===== src/rtl/byte_cmd_loader_pkg.sv =====
// Shared definitions for the byte command loader: command codes, FSM state
// encoding and the big-endian lane to byte-enable decode.
package byte_cmd_loader_pkg;

   localparam logic [7:0] CMD_NOP   = 8'd0;
   localparam logic [7:0] CMD_READ  = 8'd1;
   localparam logic [7:0] CMD_WRITE = 8'd2;

   typedef enum logic [2:0] {
      ST_IDLE      = 3'd0,
      ST_WRITE     = 3'd1,
      ST_READ_WAIT = 3'd2,
      ST_CAPTURE   = 3'd3,
      ST_DONE      = 3'd4,
      ST_HOLD      = 3'd5,
      ST_RUN       = 3'd6
   } state_t;

   // Byte lane 0 sits in bits 31:24, so lane n enables mem_be bit 3-n.
   function automatic logic [3:0] lane_be(input logic [1:0] lane);
      logic [3:0] be;
      case (lane)
         2'd0:    be = 4'b1000;
         2'd1:    be = 4'b0100;
         2'd2:    be = 4'b0010;
         2'd3:    be = 4'b0001;
         default: be = 4'b0000;
      endcase
      return be;
   endfunction

endpackage


===== src/rtl/byte_cmd_loader.sv =====
// Byte-wide host command loader in front of the 32-bit core memory port.
// Each accepted byte command becomes a single byte-enabled word access; while
// start_signal is high the memory is handed to the CPU via cpu_run.
// All outputs are registered: they are computed from the next state and the
// next latched command, so they line up with the state they describe.
module byte_cmd_loader
   import byte_cmd_loader_pkg::*;
#(
   parameter int ADDR_W   = 8,
   parameter int READ_LAT = 1
) (
   input  logic              clk,
   input  logic              rst_n,
   input  logic [7:0]        cmd,
   input  logic              cmd_valid,
   input  logic [ADDR_W-1:0] address,
   input  logic [7:0]        data_in,
   input  logic              start_signal,
   output logic              cmd_done,
   output logic [7:0]        data_out,
   output logic              busy,
   output logic              cpu_run,
   output logic              mem_en,
   output logic              mem_we,
   output logic [3:0]        mem_be,
   output logic [ADDR_W-3:0] mem_addr,
   output logic [31:0]       mem_wdata,
   input  logic [31:0]       mem_rdata
);

   // Last count value of the read-latency wait (READ_LAT is 1..4).
   localparam logic [1:0] LAT_LAST = 2'(READ_LAT - 1);

   state_t              state_r;
   state_t              state_s;
   logic [7:0]          cmd_r;
   logic [7:0]          cmd_s;
   logic [ADDR_W-1:0]   addr_r;
   logic [ADDR_W-1:0]   addr_s;
   logic [7:0]          wdat_r;
   logic [7:0]          wdat_s;
   logic [1:0]          lat_cnt_r;
   logic [1:0]          lat_cnt_s;

   logic                cmd_done_r;
   logic                cmd_done_s;
   logic [7:0]          data_out_r;
   logic                busy_r;
   logic                busy_s;
   logic                cpu_run_r;
   logic                cpu_run_s;
   logic                mem_en_r;
   logic                mem_en_s;
   logic                mem_we_r;
   logic                mem_we_s;
   logic [3:0]          mem_be_r;
   logic [3:0]          mem_be_s;
   logic [ADDR_W-3:0]   mem_addr_r;
   logic [31:0]         mem_wdata_r;
   logic [7:0]          rd_byte_s;

   // Next-state decode and command latching.
   always_comb begin
      state_s   = state_r;
      cmd_s     = cmd_r;
      addr_s    = addr_r;
      wdat_s    = wdat_r;
      lat_cnt_s = lat_cnt_r;
      case (state_r)
         ST_IDLE: begin
            // A command wins over start_signal when both arrive together.
            if (cmd_valid && !cpu_run_r) begin
               cmd_s     = cmd;
               addr_s    = address;
               wdat_s    = data_in;
               lat_cnt_s = 2'd0;
               if (cmd_s == CMD_WRITE) begin
                  state_s = ST_WRITE;
               end else if (cmd_s == CMD_READ) begin
                  state_s = ST_READ_WAIT;
               end else begin
                  state_s = ST_DONE;
               end
            end else if (start_signal) begin
               state_s = ST_RUN;
            end else begin
               state_s = ST_IDLE;
            end
         end
         ST_WRITE: begin
            state_s = ST_DONE;
         end
         ST_READ_WAIT: begin
            if (lat_cnt_r == LAT_LAST) begin
               lat_cnt_s = 2'd0;
               state_s   = ST_CAPTURE;
            end else begin
               lat_cnt_s = lat_cnt_r + 2'd1;
               state_s   = ST_READ_WAIT;
            end
         end
         ST_CAPTURE: begin
            state_s = ST_DONE;
         end
         ST_DONE: begin
            state_s = ST_HOLD;
         end
         ST_HOLD: begin
            // A held cmd_valid must be released before another command runs.
            if (!cmd_valid) begin
               state_s = ST_IDLE;
            end else begin
               state_s = ST_HOLD;
            end
         end
         ST_RUN: begin
            if (!start_signal) begin
               state_s = ST_IDLE;
            end else begin
               state_s = ST_RUN;
            end
         end
         default: begin
            state_s = ST_IDLE;
         end
      endcase
   end

   // Next values of the registered outputs, derived from the next state.
   always_comb begin
      mem_en_s   = 1'b0;
      mem_we_s   = 1'b0;
      mem_be_s   = 4'b0000;
      cmd_done_s = (state_s == ST_DONE);
      busy_s     = (state_s != ST_IDLE);
      cpu_run_s  = (state_s == ST_RUN);
      if (state_s == ST_WRITE) begin
         mem_en_s = 1'b1;
         mem_we_s = 1'b1;
         mem_be_s = lane_be(addr_s[1:0]);
      end else if ((state_s == ST_READ_WAIT) && (state_r != ST_READ_WAIT)) begin
         // Read strobe only on the first wait cycle.
         mem_en_s = 1'b1;
         mem_we_s = 1'b0;
         mem_be_s = 4'b1111;
      end else begin
         mem_en_s = 1'b0;
         mem_we_s = 1'b0;
         mem_be_s = 4'b0000;
      end
   end

   // Big-endian byte lane select from the returned read word.
   always_comb begin
      rd_byte_s = 8'h00;
      case (addr_r[1:0])
         2'd0:    rd_byte_s = mem_rdata[31:24];
         2'd1:    rd_byte_s = mem_rdata[23:16];
         2'd2:    rd_byte_s = mem_rdata[15:8];
         2'd3:    rd_byte_s = mem_rdata[7:0];
         default: rd_byte_s = 8'h00;
      endcase
   end

   // State, latched command and output registers with synchronous reset.
   always_ff @(posedge clk) begin
      if (!rst_n) begin
         state_r     <= ST_IDLE;
         cmd_r       <= 8'h00;
         addr_r      <= '0;
         wdat_r      <= 8'h00;
         lat_cnt_r   <= 2'd0;
         cmd_done_r  <= 1'b0;
         data_out_r  <= 8'h00;
         busy_r      <= 1'b0;
         cpu_run_r   <= 1'b0;
         mem_en_r    <= 1'b0;
         mem_we_r    <= 1'b0;
         mem_be_r    <= 4'b0000;
         mem_addr_r  <= '0;
         mem_wdata_r <= 32'h0000_0000;
      end else begin
         state_r     <= state_s;
         cmd_r       <= cmd_s;
         addr_r      <= addr_s;
         wdat_r      <= wdat_s;
         lat_cnt_r   <= lat_cnt_s;
         cmd_done_r  <= cmd_done_s;
         busy_r      <= busy_s;
         cpu_run_r   <= cpu_run_s;
         mem_en_r    <= mem_en_s;
         mem_we_r    <= mem_we_s;
         mem_be_r    <= mem_be_s;
         mem_addr_r  <= addr_s[ADDR_W-1:2];
         mem_wdata_r <= {4{wdat_s}};
         if (state_r == ST_CAPTURE) begin
            data_out_r <= rd_byte_s;
         end else begin
            data_out_r <= data_out_r;
         end
      end
   end

   assign cmd_done  = cmd_done_r;
   assign data_out  = data_out_r;
   assign busy      = busy_r;
   assign cpu_run   = cpu_run_r;
   assign mem_en    = mem_en_r;
   assign mem_we    = mem_we_r;
   assign mem_be    = mem_be_r;
   assign mem_addr  = mem_addr_r;
   assign mem_wdata = mem_wdata_r;

endmodule


===== config.mk =====
export PLATFORM = sky130hd
export DESIGN_NAME = byte_cmd_loader
export DESIGN_NICKNAME = d
export VERILOG_FILES = /design/src/rtl/byte_cmd_loader_pkg.sv /design/src/rtl/byte_cmd_loader.sv
export SDC_FILE = /design/constraint.sdc
export NUM_CORES = 1
export LEC_CHECK = 0
export ABC_AREA = 1
export CAP_MARGIN = 20
export CORE_UTILIZATION = 42
export DETAILED_ROUTE_END_ITERATION = 16
export PLACE_DENSITY = 0.9
export SLEW_MARGIN = 15
export SYNTH_ARGS = -nofsm -noshare
export SYNTH_HDL_FRONTEND = slang
export SYNTH_SLANG_ARGS = --single-unit

===== constraint.sdc =====
create_clock -name clk -period 2.35 [get_ports clk]
set_input_delay 0.235 -clock clk [delete_from_list [all_inputs] [get_ports clk]]
set_output_delay 0.235 -clock clk [all_outputs]
set_load 0.02 [all_outputs]

==> results of run 1 <==
-- state kept, by name, indices dropped and copies added, names as in the netlist --
register / cells
cmd_done: 1
cpu_run: 1
lat_cnt_r: 2
addr_r: 8
state_r: 3
busy: 1
wdat_r: 7
mem_wdata: 1
mem_be: 4
data_out: 8
mem_en: 1
mem_we: 1
-- cells by family after synthesis --
kind of cell / after synthesis / synth area share, %
adder cells (fa/ha/maj): 2 / 1.22
AND/OR/NAND/NOR: 125 / 28.6
AO/OA/AOI/OAI: 43 / 13.1
buffers and inverters: 75 / 20.0
flip-flops: 38 / 37.0
-- report_power, final --
group	total [mW]	leakage [nW]	internal, mW	switching, mW
clock network	0.680	0.0714	0.453	0.228
registers	0.919	0.311	0.800	0.119
logic	1.61	1.02	0.699	0.909
-- final timing paths --
path / end / slack, ps / depth (start not counted)
setup / recovery: mem_wdata[22] / 740 / 1
hold reg to reg: data_out[2] / 500 / 2
setup reg to reg: mem_be[1] / 790 / 9
hold / removal: data_out[2] / 500 / 2
-- synthesized netlist by cell type (all sizes together) --
cell type / count / area share [%]
buf: 34 / 12
clkbuf: 2 / 0.37
nor2: 57 / 13
ha: 2 / 1.2
a21oi: 4 / 2.1
nor3: 1 / 0.24
a221oi: 5 / 2.1
nand2: 51 / 10
nand4: 6 / 1.8
o211ai: 1 / 0.37
inv: 39 / 7.4
dfxtp: 38 / 37
a31oi: 5 / 1.5
o21ai: 28 / 7.0
nand3: 10 / 2.9
-- layout make-up --
class | instances | area share, %
clock inverters | 2 | 1.89
inverters | 39 | 4.77
well taps | 67 | 2.64
clock buffers | 6 | 2.60
multi-input cells | 170 | 27.8
flip-flops and latches | 38 | 23.9
repair buffers | 116 | 36.4
-- per-layer routing --
metal | track usage [%] | up-vias | routed length, um
li1 | - | 1044 | -
met1 | 22.0 | 939 | 1940
met2 | 39.9 | 79 | 2740
met3 | 4.58 | 10 | 351
met4 | 11.1 | 0 | 99
met5 | 0 | - | 0
-- through the flow --
| stage | area [um2] | cells | utilization [%] |
|---|---|---|---|
| floorplan | 2050 | 283 | - |
| global placement | 3030 | 430 | 64.2 |
| detailed placement | 3030 | 430 | 64.2 |
| CTS | 3180 | 438 | 67.3 |
| global route | 3180 | 438 | 67.3 |
| finish | 3180 | 438 | 67.3 |
==> flow_metrics.env, run 1 <==
export IMPL_status="finished clean"
export IMPL_critPathMaxStageDelay_ps=650
export IMPL_post_route_period_util_pct=68.5
export IMPL_clk_transition_reported_paths_ps=70
export IMPL_initial_core_util_pct=43.5
export IMPL_final_layout_size_suffix_gt1_share_pct=8.63
export IMPL_report_power_total_mw=3.21
export IMPL_routedWlPerCell_um=11.7
export IMPL_dr_pass1_iters=4
export IMPL_p_per_area_nw_per_um2=1010
export IMPL_rsz0062_at_grt="false"
export IMPL_syn_cell_area_um2=2050
export IMPL_root_buffer="clkbuf_8"
export IMPL_path_buf_inv=1
export IMPL_preCtsSetupSlack_ps=473
export IMPL_layout_common_cells="clkdlybuf4s50_1 (114), nor2_1 (51), nand2_1 (44), dfxtp_1 (38), inv_1 (35)"
export IMPL_grt_pass1_vias=2057
export IMPL_clk_path_buf_depth=2
export IMPL_max_freq_mhz=621
export IMPL_dieArea_um2=5180
export IMPL_antenna_found_initial=0
export IMPL_ant_nets=0
export IMPL_synth_seq_cells=38
export IMPL_postCtsSetupBuffers=0
export IMPL_nNetsFinal=432
export IMPL_ys_seq_area_share_pct=37.0
export IMPL_grt_pass1_wl_mm=8.58
export IMPL_slew_headroom_pct=68.1
export IMPL_crit_path_max_fanout=5
export IMPL_r2r_start="state_r[2]"
export IMPL_holdWs_ps=503
export IMPL_clk_latency_ps=290
export IMPL_cp_data_arrival_time_ps=1370
export IMPL_drcViolationCount=0
export IMPL_finalSetupViolCount=0
export IMPL_multi_input_area_um2=882
export IMPL_slew_violations=0
export IMPL_cts_buffers=5
export IMPL_end_kind="output port"
export IMPL_critPathLaunch="wdat_r[6]"
export IMPL_drtIter0Drc=96
export IMPL_crit_chain="clkdlybuf4s50_1"
export IMPL_startpoint_type="flip-flop"
export IMPL_num_antenna_cells=0
export IMPL_grt_max_degree=24
export IMPL_synth_nets=345
export IMPL_ys_types=29
export IMPL_final_seq_area_um2=761
export IMPL_worstPathRequired_ps=2120
export IMPL_hold_path_class="reg2reg"
export IMPL_gp_congestion=0.853
export IMPL_crit_slowest_cell="clkdlybuf4s50_1"
export IMPL_synthCells=283
export IMPL_cts_sinks=38
export IMPL_drt_wl_total_mm=5.13
export IMPL_tritoncts="built"
export IMPL_hold_viol_final=0
export IMPL_track_usage_pct=21.2
export IMPL_leakage_nw=1.40
export IMPL_viasPerCell=4.73
export IMPL_fin_crit_ps=1610
export IMPL_final_common_cell="clkdlybuf4s50_1"
export IMPL_timing_worst_setup_path_type="reg2out"
export IMPL_tightest_slew_ps=477
export IMPL_final_setup_tns_ps=0
export IMPL_area_growth_pct=54.6
export IMPL_dp_hpwl_mm=4.07
export IMPL_syn_avg_cell_area_um2=7.26
export IMPL_vias=2072
export IMPL_yosys_warnings=0
export IMPL_ios=115
export IMPL_min_delay_start="data_out[2]"
export IMPL_ir_drop_mv=0.412
export IMPL_cts_resized_gates=0
export IMPL_numPortBuffers=114
export IMPL_dieWidth_um=71.9
export IMPL_coreArea_um2=4720
export IMPL_fin_ws_ps=741
export IMPL_std_cell_rows=25
export IMPL_maxCapViolations=0
export IMPL_skew_ps=5.19
export IMPL_dieHeight_um=71.9
export IMPL_ctsHoldBuffers=0
export IMPL_fillers=397
export IMPL_overflow=0
export IMPL_critical_path_top_delay_family="buffers and inverters"
export IMPL_ctsHtreeMaxLevel=2
Note: power is estimated with default switching activity, not from simulation.
==> inputs of run 2 (changes only) <==
Settings changed: CORE_UTILIZATION 42 to 39, PLACE_DENSITY 0.9 to 0.84.
Clock period 2.35 ns to 1.5 ns, I/O delays scaled along.
==> run 2 against run 1 <==
Count of clock-buffer cells in the layout unchanged. Non-clock buffer count grew 10. Critical path depth unchanged. Power up 60%. Critical endpoint unchanged. Design area increased by 4.1%. Core utilization down 2.1 points. Routed wire length is 1.8% lower. Combinational power up 63%. Largest cell class unchanged. First-iteration DRC count is 26% lower. Worst setup slack got worse by 710 ps. Sequential cell count did not move.
==> flow_metrics.env, run 2 (synthesis results as in run 1) <==
export IMPL_p_seq_share_pct=28.0
export IMPL_fin_crit_ps=1470
export IMPL_fillers=454
export IMPL_startpoint_type="flip-flop"
export IMPL_r2r_cells=8
export IMPL_rrSetupSlack_ps=100
export IMPL_internal_power_mw=3.14
export IMPL_min_to="data_out[0]"
export IMPL_r2r_start="state_r[2]"
export IMPL_ant_nets=0
export IMPL_critPathMaxStageDelay_ps=640
export IMPL_timing_rr_end="mem_be[2]"
export IMPL_coreArea_um2=5070
export IMPL_clk_path_buf_depth=2
export IMPL_hold_viol_final=0
export IMPL_slew_headroom_pct=79.4
export IMPL_routedWlPerCell_um=11.2
export IMPL_std_cell_rows=26
export IMPL_worstPathRequired_ps=1350
export IMPL_crit_chain="clkdlybuf4s50_1"
export IMPL_switchingPower_mw=1.98
export IMPL_maxCapViolations=0
export IMPL_leakage_nw=1.73
export IMPL_drtIter0Drc=71
export IMPL_grt_max_degree=17
export IMPL_dp_hpwl_mm=4.00
export IMPL_end_kind="output port"
export IMPL_area_growth_pct=60.9
export IMPL_dr_pass1_iters=4
export IMPL_gp_congestion=0.897
export IMPL_nNetsFinal=442
export IMPL_cts_sinks=38
export IMPL_ir_drop_mv=0.636
export IMPL_status="finished clean"
export IMPL_min_delay_start="mem_rdata[24]"
export IMPL_ctsHtreeMaxLevel=2
export IMPL_drcViolationCount=0
export IMPL_hold_path_class="in2reg"
export IMPL_timing_worst_setup_path_type="reg2out"
export IMPL_clk_latency_ps=290
export IMPL_power_share_clock_pct=20.6
export IMPL_hold_path_depth=3
export IMPL_slew_violations=0
export IMPL_grt_pass1_vias=1855
export IMPL_tightest_slew_ps=309
export IMPL_swShare_pct=38.7
export IMPL_pwr_share_comb_pct=51.4
export IMPL_dieHeight_um=74.6
export IMPL_vias=2028
export IMPL_num_antenna_cells=0
export IMPL_crit_slowest_cell="clkdlybuf4s50_1"
export IMPL_track_usage_pct=18.1
export IMPL_final_layout_size_suffix_gt1_share_pct=11.8
export IMPL_max_freq_mhz=681
export IMPL_grt_pass1_wl_mm=7.74
export IMPL_overflow=0
export IMPL_initial_core_util_pct=40.5
export IMPL_dieArea_um2=5560
export IMPL_clk_transition_reported_paths_ps=70
export IMPL_dieWidth_um=74.6
export IMPL_numPortBuffers=114
export IMPL_layout_common_cells="clkdlybuf4s50_1 (96), nor2_1 (50), nand2_1 (44), dfxtp_1 (36), inv_1 (35)"
export IMPL_report_power_total_mw=5.12
export IMPL_cts_buffers=5
export IMPL_antenna_found_initial=0
export IMPL_postCtsSetupBuffers=0
export IMPL_root_buffer="clkbuf_8"
export IMPL_cp_data_arrival_time_ps=1320
export IMPL_ios=115
export IMPL_skew_ps=4.32
export IMPL_preCtsSetupSlack_ps=-132
export IMPL_post_route_period_util_pct=98.0
export IMPL_p_per_area_nw_per_um2=1550
export IMPL_final_common_cell="clkdlybuf4s50_1"
export IMPL_finalSetupViolCount=0
export IMPL_path_buf_inv=1
export IMPL_crit_path_max_fanout=5
export IMPL_drt_wl_total_mm=5.04
export IMPL_tritoncts="built"
export IMPL_fin_ws_ps=30.7
export IMPL_critical_path_top_delay_family="buffers and inverters"
export IMPL_viasPerCell=4.50
## run 2: cell types whose count changed in the layout (fill, tap and decap cells not counted), sizes merged
cell,delta
dlymetal6s2s,+18
clkdlybuf4s50,-18
buf,+10
## run 2: repair_timing
item / CTS / global route
resized for setup: 0 / 22
setup endpoints to repair: 0 / 25
hold buffers: 0 / 0
## run 2: how the worst max path moves through the flow
stage | startpoint | endpoint | cells past startpoint
5_1_grt | wdat_r[4] | mem_wdata[20] | 1
6_report | wdat_r[6] | mem_wdata[22] | 1
3_5_place_dp | cmd[1] | mem_be[1] | 10
4_1_cts | wdat_r[3] | mem_wdata[27] | 1
3_3_place_gp | cmd_valid | mem_be[3] | 9
2_1_floorplan | cpu_run | mem_be[0] | 10
## run 2: final cells by class
cell class | instances | area, um2 | share of cell area (%)
sequential | 38 | 763 | 23.1
inverter | 39 | 151 | 4.58
clock buffer | 6 | 82.6 | 2.50
clock inverter | 2 | 60.1 | 1.82
tap | 70 | 87.6 | 2.65
timing repair buffer | 126 | 1280 | 38.6
multi-input combinational | 170 | 885 | 26.8
## run 2: metal layers
layer	wire, um	GRT usage, %
met5	0	0
met4	55	7.13
met3	257	3.93
met2	2730	34.7
met1	1990	19.0
## run 2: power groups by stage
| stage | sequential [mW] | clock [mW] | combinational (mW) |
|---|---|---|---|
| after floorplan | 1.62 | 0 | 1.59 |
| after global placement | 1.44 | 0 | 2.60 |
| after detailed placement | 1.45 | 0 | 2.66 |
| after CTS | 1.44 | 1.07 | 2.68 |
| after global routing | 1.47 | 1.12 | 2.86 |
| final | 1.44 | 1.06 | 2.63 |
## run 2: metrics by stage
stage          instance area (um2)  utilization [%]  instances  setup TNS [ps]  hold WS [ps]
2_1_floorplan                 2050                -        283               0           270
3_3_place_gp                  3110             61.3        443            -745           469
3_5_place_dp                  3110             61.3        443           -1310           493
4_1_cts                       3260             64.2        451               0           425
5_1_grt                       3310             65.1        451           -6.32           436
6_report                      3310             65.1        451               0           432
==> inputs of run 3 (changes only) <==
Settings changed: SLEW_MARGIN 15 to unset.
==> results of run 3 <==
The final DEF is identical to that of run 2; final timing and power are the same.
